[src/rtl/jtag_axi_req_arb.sv]
// Round-robin arbiter feeding a single-outstanding dispatch engine.
// Owns one request at a time through issue, response wait (with timeout) and routed reply.
module jtag_axi_req_arb #(
  parameter int NUM_REQ    = 2,
  parameter int ADDR_WIDTH = 32,
  parameter int DATA_WIDTH = 32,
  parameter int TIMEOUT_CC = 4096
) (
  input  logic                          clk,
  input  logic                          aresn,
  input  logic [NUM_REQ-1:0]            req_valid_i,
  output logic [NUM_REQ-1:0]            req_ready_o,
  input  logic [NUM_REQ-1:0]            req_wr_i,
  input  logic [NUM_REQ*ADDR_WIDTH-1:0] req_addr_i,
  input  logic [NUM_REQ*DATA_WIDTH-1:0] req_wdata_i,
  output logic                          m_valid_o,
  output logic                          m_wr_o,
  output logic [ADDR_WIDTH-1:0]         m_addr_o,
  output logic [DATA_WIDTH-1:0]         m_wdata_o,
  input  logic                          m_ready_i,
  input  logic                          m_resp_valid_i,
  input  logic [1:0]                    m_resp_i,
  input  logic [DATA_WIDTH-1:0]         m_rdata_i,
  output logic [NUM_REQ-1:0]            rsp_valid_o,
  output logic [1:0]                    rsp_resp_o,
  output logic [DATA_WIDTH-1:0]         rsp_rdata_o,
  output logic                          rsp_timeout_o,
  output logic                          busy_o,
  output logic [$clog2(NUM_REQ)-1:0]    grant_id_o
);

  localparam int GW = $clog2(NUM_REQ);
  localparam int CW = $clog2(TIMEOUT_CC) + 1;
  // Last WAIT cycle count before the counter would reach TIMEOUT_CC-1.
  localparam logic [CW-1:0] CNT_LAST = CW'(TIMEOUT_CC - 2);

  typedef enum logic [1:0] {IDLE, ISSUE, WAIT, RESP} state_e;

  state_e                state_q, state_d;
  logic [GW-1:0]         last_grant_q, last_grant_d;
  logic [GW-1:0]         grant_q, grant_d;
  logic                  wr_q, wr_d;
  logic [ADDR_WIDTH-1:0] addr_q, addr_d;
  logic [DATA_WIDTH-1:0] wdata_q, wdata_d;
  logic [CW-1:0]         cnt_q, cnt_d;
  logic [1:0]            resp_q, resp_d;
  logic [DATA_WIDTH-1:0] rdata_q, rdata_d;
  logic                  tmo_q, tmo_d;

  logic                  sel_found;
  logic [GW-1:0]         sel_idx;
  logic                  resp_done;

  function automatic logic [GW-1:0] rr_pos(input logic [GW-1:0] last, input int off);
    int p;
    p = int'(last) + off;
    if (p >= NUM_REQ) p = p - NUM_REQ;
    return p[GW-1:0];
  endfunction

  // Search starts one past the previous owner so every requester gets a turn.
  always_comb begin
    sel_found = 1'b0;
    sel_idx   = '0;
    for (int i = 1; i <= NUM_REQ; i++) begin
      if (!sel_found && req_valid_i[rr_pos(last_grant_q, i)]) begin
        sel_found = 1'b1;
        sel_idx   = rr_pos(last_grant_q, i);
      end
    end
  end

  assign resp_done = m_resp_valid_i || (cnt_q == CNT_LAST);

  always_ff @(posedge clk or negedge aresn) begin
    if (!aresn) state_q <= IDLE;
    else        state_q <= state_d;
  end

  always_comb begin
    state_d = state_q;
    unique case (state_q)
      IDLE:    if (sel_found) state_d = ISSUE;
      ISSUE:   if (m_ready_i) state_d = WAIT;
      WAIT:    if (resp_done) state_d = RESP;
      RESP:    state_d = IDLE;
      default: state_d = IDLE;
    endcase
  end

  always_comb begin
    req_ready_o = '0;
    rsp_valid_o = '0;
    m_valid_o   = 1'b0;
    busy_o      = 1'b1;
    unique case (state_q)
      IDLE: begin
        busy_o = 1'b0;
        // Gated by reset so no acceptance is advertised while the block is held.
        if (sel_found && aresn) req_ready_o[sel_idx] = 1'b1;
      end
      ISSUE:   m_valid_o = 1'b1;
      RESP:    rsp_valid_o[grant_q] = 1'b1;
      default: ;
    endcase
  end

  always_comb begin
    last_grant_d = last_grant_q;
    grant_d      = grant_q;
    wr_d         = wr_q;
    addr_d       = addr_q;
    wdata_d      = wdata_q;
    cnt_d        = cnt_q;
    resp_d       = resp_q;
    rdata_d      = rdata_q;
    tmo_d        = tmo_q;
    unique case (state_q)
      IDLE: begin
        if (sel_found) begin
          grant_d = sel_idx;
          wr_d    = req_wr_i[sel_idx];
          addr_d  = req_addr_i[int'(sel_idx)*ADDR_WIDTH +: ADDR_WIDTH];
          wdata_d = req_wdata_i[int'(sel_idx)*DATA_WIDTH +: DATA_WIDTH];
        end
      end
      ISSUE: if (m_ready_i) cnt_d = '0;
      WAIT: begin
        cnt_d = cnt_q + CW'(1);
        // A real response beats a timeout landing on the same cycle.
        if (m_resp_valid_i) begin
          resp_d  = m_resp_i;
          rdata_d = m_rdata_i;
          tmo_d   = 1'b0;
        end else if (cnt_q == CNT_LAST) begin
          resp_d  = 2'b10;
          rdata_d = '0;
          tmo_d   = 1'b1;
        end
      end
      RESP:    last_grant_d = grant_q;
      default: ;
    endcase
  end

  always_ff @(posedge clk or negedge aresn) begin
    if (!aresn) begin
      last_grant_q <= GW'(NUM_REQ - 1);
      grant_q      <= '0;
      wr_q         <= 1'b0;
      addr_q       <= '0;
      wdata_q      <= '0;
      cnt_q        <= '0;
      resp_q       <= '0;
      rdata_q      <= '0;
      tmo_q        <= 1'b0;
    end else begin
      last_grant_q <= last_grant_d;
      grant_q      <= grant_d;
      wr_q         <= wr_d;
      addr_q       <= addr_d;
      wdata_q      <= wdata_d;
      cnt_q        <= cnt_d;
      resp_q       <= resp_d;
      rdata_q      <= rdata_d;
      tmo_q        <= tmo_d;
    end
  end

  assign m_wr_o        = wr_q;
  assign m_addr_o      = addr_q;
  assign m_wdata_o     = wdata_q;
  assign rsp_resp_o    = resp_q;
  assign rsp_rdata_o   = rdata_q;
  assign rsp_timeout_o = tmo_q;
  assign grant_id_o    = grant_q;

endmodule

[config.mk]
export PLATFORM = sky130hd
export DESIGN_NAME = jtag_axi_req_arb
export DESIGN_NICKNAME = d
export VERILOG_FILES = /design/src/rtl/jtag_axi_req_arb.sv
export SDC_FILE = /design/constraint.sdc
export NUM_CORES = 1
export LEC_CHECK = 0
export ABC_AREA = 1
export CORE_AREA = 8 8 125 127
export CTS_BUF_LIST = sky130_fd_sc_hd__clkbuf_4
export CTS_CLUSTER_SIZE = 12
export DETAILED_ROUTE_END_ITERATION = 8
export DIE_AREA = 0 0 133 135
export GPL_TIMING_DRIVEN = 0
export PLACE_DENSITY_LB_ADDON = 0.08
export SETUP_SLACK_MARGIN = 0.5
export SLEW_MARGIN = 0
export SYNTH_ARGS = -nofsm -noshare
export SYNTH_HDL_FRONTEND = slang
export SYNTH_SLANG_ARGS = --single-unit
[constraint.sdc]
create_clock -name clk -period 3.85 [get_ports clk]
set_clock_uncertainty 0.2 [all_clocks]
set_input_delay 1.155 -clock clk [delete_from_list [all_inputs] [get_ports clk]]
set_output_delay 1.155 -clock clk [all_outputs]
set_load 0.05 [all_outputs]
Yosys cells after proc, flatten, opt, wreduce, memory -nomap -nowiden
Index checks and enable logic that the tools add are counted.
{"block": "classes", "n_eq_ne": 7, "mux": 33, "n_div": 0, "shift": 2, "magnitude_cmp": 8, "n_reduce_logical": 13, "add_sub_neg": 5, "bitwise_logic": 0, "n_mul": 0}
{"operator": "$shiftx 64x7->32", "n": 2}
{"operator": "$mux 32", "n": 2}
{"operator": "$pmux 13 s2", "n": 1}
{"operator": "$mux 1", "n": 18}
{"operator": "$mux 2", "n": 8}
{"operator": "$add 13x1->13 const B", "n": 1}
{"operator": "$eq 13x12->1 const B", "n": 1}
{"operator": "$mux 13", "n": 1}
{"operator": "$lt 1x2->1 const B", "n": 4}
{"operator": "$pmux 2 s4", "n": 1}
{"operator": "$ne 2x2->1 const B", "n": 3}
{"operator": "$reduce_and 2->1", "n": 3}
{"operator": "$eq 2x2->1 const B", "n": 2}
{"operator": "$logic_and 1x1->1", "n": 4}
{"operator": "$reduce_bool 2->1", "n": 2}
{"operator": "$add 1x2->3 const B", "n": 1}
{"operator": "$ge 3x2->1 const B", "n": 1}
{"operator": "$reduce_and 3->1", "n": 1}
{"operator": "$add 1x1->2 const B", "n": 1}
{"operator": "$demux 1 s1", "n": 2}
{"operator": "$eq 2x1->1 const B", "n": 1}
{"operator": "$ge 1x1->1 const B", "n": 2}
{"operator": "$ge 2x2->1 const B", "n": 1}
{"operator": "$logic_not 2->1", "n": 1}
{"operator": "3 further kinds", "n": 4}
{"block": "totals", "romBits": 0, "ram_bits": 0, "inputBits": 170, "latch_bits": 0, "output_inout_bits": 107, "ff_bits": 117, "mem_count": 0}

Longest topological paths before layout
{"block": "depth", "ltp_word": 15, "depth_mapped": 10}

Worst setup path before layout
OpenSTA, ideal clock, no wires.
{"block": "synth_path", "kind": "in2out", "startpoint": "in req_valid_i[0]", "endpoint": "out req_ready_o[0]", "t_required_ps": 2495, "slack_ps": -129, "cell_stages": 5, "arrival_time_ps": 2624, "cell_sequence": "nand2_1 > nand2_1 > inv_1 > clkbuf_1 > nor3_1"}
{"block": "synth_via", "elab_chain_cells": 12}
{"element": "start: declaration", "line_no": "11", "source": "input logic [NUM_REQ-1:0] req_valid_i,"}
{"element": "$mux 1 (not written as such) (2 in a row)", "line_no": "66", "source": "if (!sel_found && req_valid_i[rr_pos(last_grant_q, i)]) begin"}
{"element": "$mux 1", "line_no": "66"}
{"element": "$logic_not 1->1", "line_no": "66"}
{"element": "$logic_and 1x1->1", "line_no": "66"}
{"element": "$mux 1", "line_no": "66"}
{"element": "$lt 1x2->1 (not written as such) or $ge 1x1->1 (tied branches)", "line_no": "100", "source": "if (sel_found && aresn) req_ready_o[sel_idx] = 1'b1;"}
{"element": "$logic_and 1x1->1 (not written as such)", "line_no": "100"}
{"element": "$mux 1 (not written as such)", "line_no": "100"}
{"element": "$demux 1 s1", "line_no": "100"}
{"element": "$mux 2 *", "line_no": "100"}
{"element": "$mux 2 *", "line_no": "96", "source": "unique case (state_q)"}
{"element": "end: declaration", "line_no": "12", "source": "output logic [NUM_REQ-1:0] req_ready_o,"}
Every way passes the cells marked *; elsewhere a longest branch is shown, timed or not. The select of a mux whose other input is x is not followed.

Worst setup path in the final report
Ends and elaborated chain as after synthesis.

==> flow_metrics.py <==
metrics = {
    "synthesis": {
        "synth_area_per_cell_um2": 8.12,
        "ys_top_cells_by_area": "dfrtp_1, nand2_1, a31oi_1",
        "ys_async_sr_fraction_pct": 100,
        "syn_nets": 836,
        "synthCells": 660,
        "synth_area_leader_cell": "dfrtp_1",
        "synth_top_area_share_pct": 54.2,
        "synth-seq-cells": 117,
        "synth_enable_flop_cells": 0,
        "yosysUniqueCellTypes": 26,
        "synth_commonest_cells": "nand2_1, dfrtp_1, nor2_1, a31oi_1, inv_1",
        "synth_flop_cell": "dfrtp_1",
        "ys_warn_count": 0,
        "netlist_area_um2": 5360,
        "yosysSeqAreaShare_pct": 54.6,
        "yosysMostFrequentCell": "nand2_1",
    },
    "placed_design": {
        "io_buffer_count": 276,
        "hpwl_um": 15600,
        "gp_congestion": 0.826,
        "dpl_cell_area_um2": 8400,
    },
    "global_route": {
        "grt_pass1_vias": 5803,
        "grt.busiest_layer": "met2",
        "grt_util_met3_pct": 9.96,
        "gr-usage-met2_pct": 37.6,
        "antenna_found_initial": 1,
        "overflow": 0,
        "globalRouteMet1Util_pct": 23.2,
        "track_usage_pct": 22.0,
        "grt_max_degree": 47,
        "grt_pass1_wl_um": 30800,
    },
    "detailed_routing": {
        "drtPass1Iterations": 5,
        "vias_per_cell": 4.88,
        "route.vias.total": 5678,
        "drt.antenna.violating_nets": 0,
        "wire_per_inst_um": 17.4,
        "first_iter_violations": 286,
        "drc": 0,
        "postRouteWirelength_um": 20200,
    },
    "floorplanning": {
        "rows": 43,
        "die_h_um": 135,
        "start_util_pct": 39.4,
        "design.die.area_um2": 18000,
        "core_um2": 13600,
        "die_w_um": 133,
        "io_pins": 277,
    },
    "run": {
        "drv_cap": 0,
    },
    "clock_network": {
        "cts_hold_buf": 0,
        "clockBufferDepth": 2,
        "cts_buffers": 17,
        "clock-sinks": 117,
        "clk_latency_ns": 0.51,
        "htreeDepth": 4,
        "root_buffer": "clkbuf_4",
        "tritoncts": "built",
        "clkTransAtPathRegs_ns": 0.12,
    },
    "power": {
        "power.total_mw": 7.78,
        "powerDensity_nw_per_um2": 872,
        "total_leakage_power_nw": 4.01,
        "irDropWorstVdd_v": 0.000388,
    },
    "setup_path": {
        "crit_start": "req_valid_i[0]",
        "critPathMaxFanout": 2,
        "rr_startpoint": "state_q[1]$_DFFE_PN0P_",
        "crit_type": "in2out",
        "crit_required_ns": 2.49,
        "critPathCaptureType": "output port",
        "crit_arrival_ns": 1.97,
        "crit_path_start_kind": "primary input",
    },
    "layout": {
        "drive_gt1_share_pct": 9.77,
        "final_area_um2": 8920,
        "syn2layout_area_growth_pct": 66.3,
        "final_nets": 1146,
        "fin_util_pct": 65.5,
    },
    "sta": {
        "maxSlewViolCount": 0,
        "hold_viol_final": 0,
        "relSlewSlack_pct": 59.0,
        "tightest_slew_ns": 0.613,
        "period_needed_ns": 3.32,
        "post-route-period-util_pct": 86.3,
        "fmax_ghz": 0.301,
        "grt_setup_unrepaired": "yes",
        "holdWs_ns": 0.235,
        "finalSetupViolCount": 0,
    },
    "run_status": {
        "status": "completed",
    },
    "min_path": {
        "hold_path.class": "in2async",
    },
}
[worst max-delay path, cell delays in order]
cell    delay [ns]
buf_2         0.13
nor2_4        0.05
nor2_4        0.14
buf_8         0.12
inv_1         0.06
nor3_4        0.12
buf_6         0.18
[metrics by stage]
step	TNS (ns)	setup slack, ns	std cells
2_1_floorplan	0	0.514	660
5_1_grt	0	0.484	1164
3_5_place_dp	-1.69	-0.884	1117
3_3_place_gp	-380.77	-5.01	1116
6_report	0	0.526	1164
4_1_cts	0	0.413	1156
[final cells by class]
type / count / area (um2)
diodes: 1 / 2.50
plain buffers: 36 / 213
clock buffers: 17 / 128
clock inverters: 15 / 131
fillers: 1180 / 4700
inverters: 30 / 113
multi-input cells: 477 / 2180
flip-flops and latches: 117 / 2930
well taps: 180 / 225
repair buffers: 291 / 2990
[repair_timing]
item,4_1_cts,5_1_grt
gates resized for setup,38,11
setup buffers,5,5
cloned,2,2
pin swaps,4,3
setup endpoints to repair,6,3
[power by group]
part | total [mW] | leakage [nW] | switching, mW | internal (mW)
Combinational | 4.85 | 2.49 | 3.22 | 1.63
Clock | 0.824 | 0.132 | 0.502 | 0.322
Sequential | 2.11 | 1.39 | 0.318 | 1.79
[logic make-up after synthesis]
kind of cell | count (synthesis) | synth area share [%]
and+or+nand+nor | 392 | 28.9
AOI/OAI and AO/OA | 79 | 9.41
DFF | 117 | 54.6
buffers and inverters | 66 | 5.67
adders and majority gates | 6 | 1.40
[cell usage in the layout, fill, tap and decap left out, types with 2 or more instances in the layout]
master,instances
ha_1,5
dlygate4sd2_1,4
nand4_1,9
clkbuf_16,2
clkbuf_1,11
buf_6,4
a21oi_1,3
nand3_1,12
nand2_1,277
buf_8,3
buf_2,18
clkbuf_4,17
inv_6,3
nand2_4,3
inv_1,25
nor2_4,4
clkinvlp_4,4
clkinv_4,3
a21oi_4,2
clkdlybuf4s50_1,267
nor2_1,80
dfrtp_1,116
buf_16,2
inv_2,4
clkinv_2,3
buf_4,14
o21ai_0,7
a31oi_1,65
nand2_2,3
clkinv_1,2
bufbuf_16,2
[flip-flops by register name, summed over array words and instances, names as in the netlist]
name	cells
cnt_q	13
state_q	2
m_wdata_o	32
last_grant_q	1
rsp_rdata_o	32
grant_id_o	1
m_wr_o	1
rsp_timeout_o	1
rsp_resp_o	2
m_addr_o	32
[final timing paths]
kind	cells after the start	end	slack [ns]
max	7	req_ready_o[0]	0.53
min	1	m_addr_o[15]$_DFFE_PN0P_	0.24
max reg2reg	10	m_addr_o[17]$_DFFE_PN0P_	1.87
min reg2reg	2	rsp_rdata_o[1]$_DFFE_PN0P_	0.28
max in group asynchronous	2	m_wdata_o[6]$_DFFE_PN0P_	2.62
min in group clk	2	rsp_rdata_o[1]$_DFFE_PN0P_	0.28
[metal layers]
metal / up-vias / wire length, um
li1: 2752 / -
met1: 2652 / 7570
met2: 238 / 10100
met3: 36 / 1970
met4: 0 / 595
met5: - / 0
No activity file was read; power rests on OpenSTA's default activity.
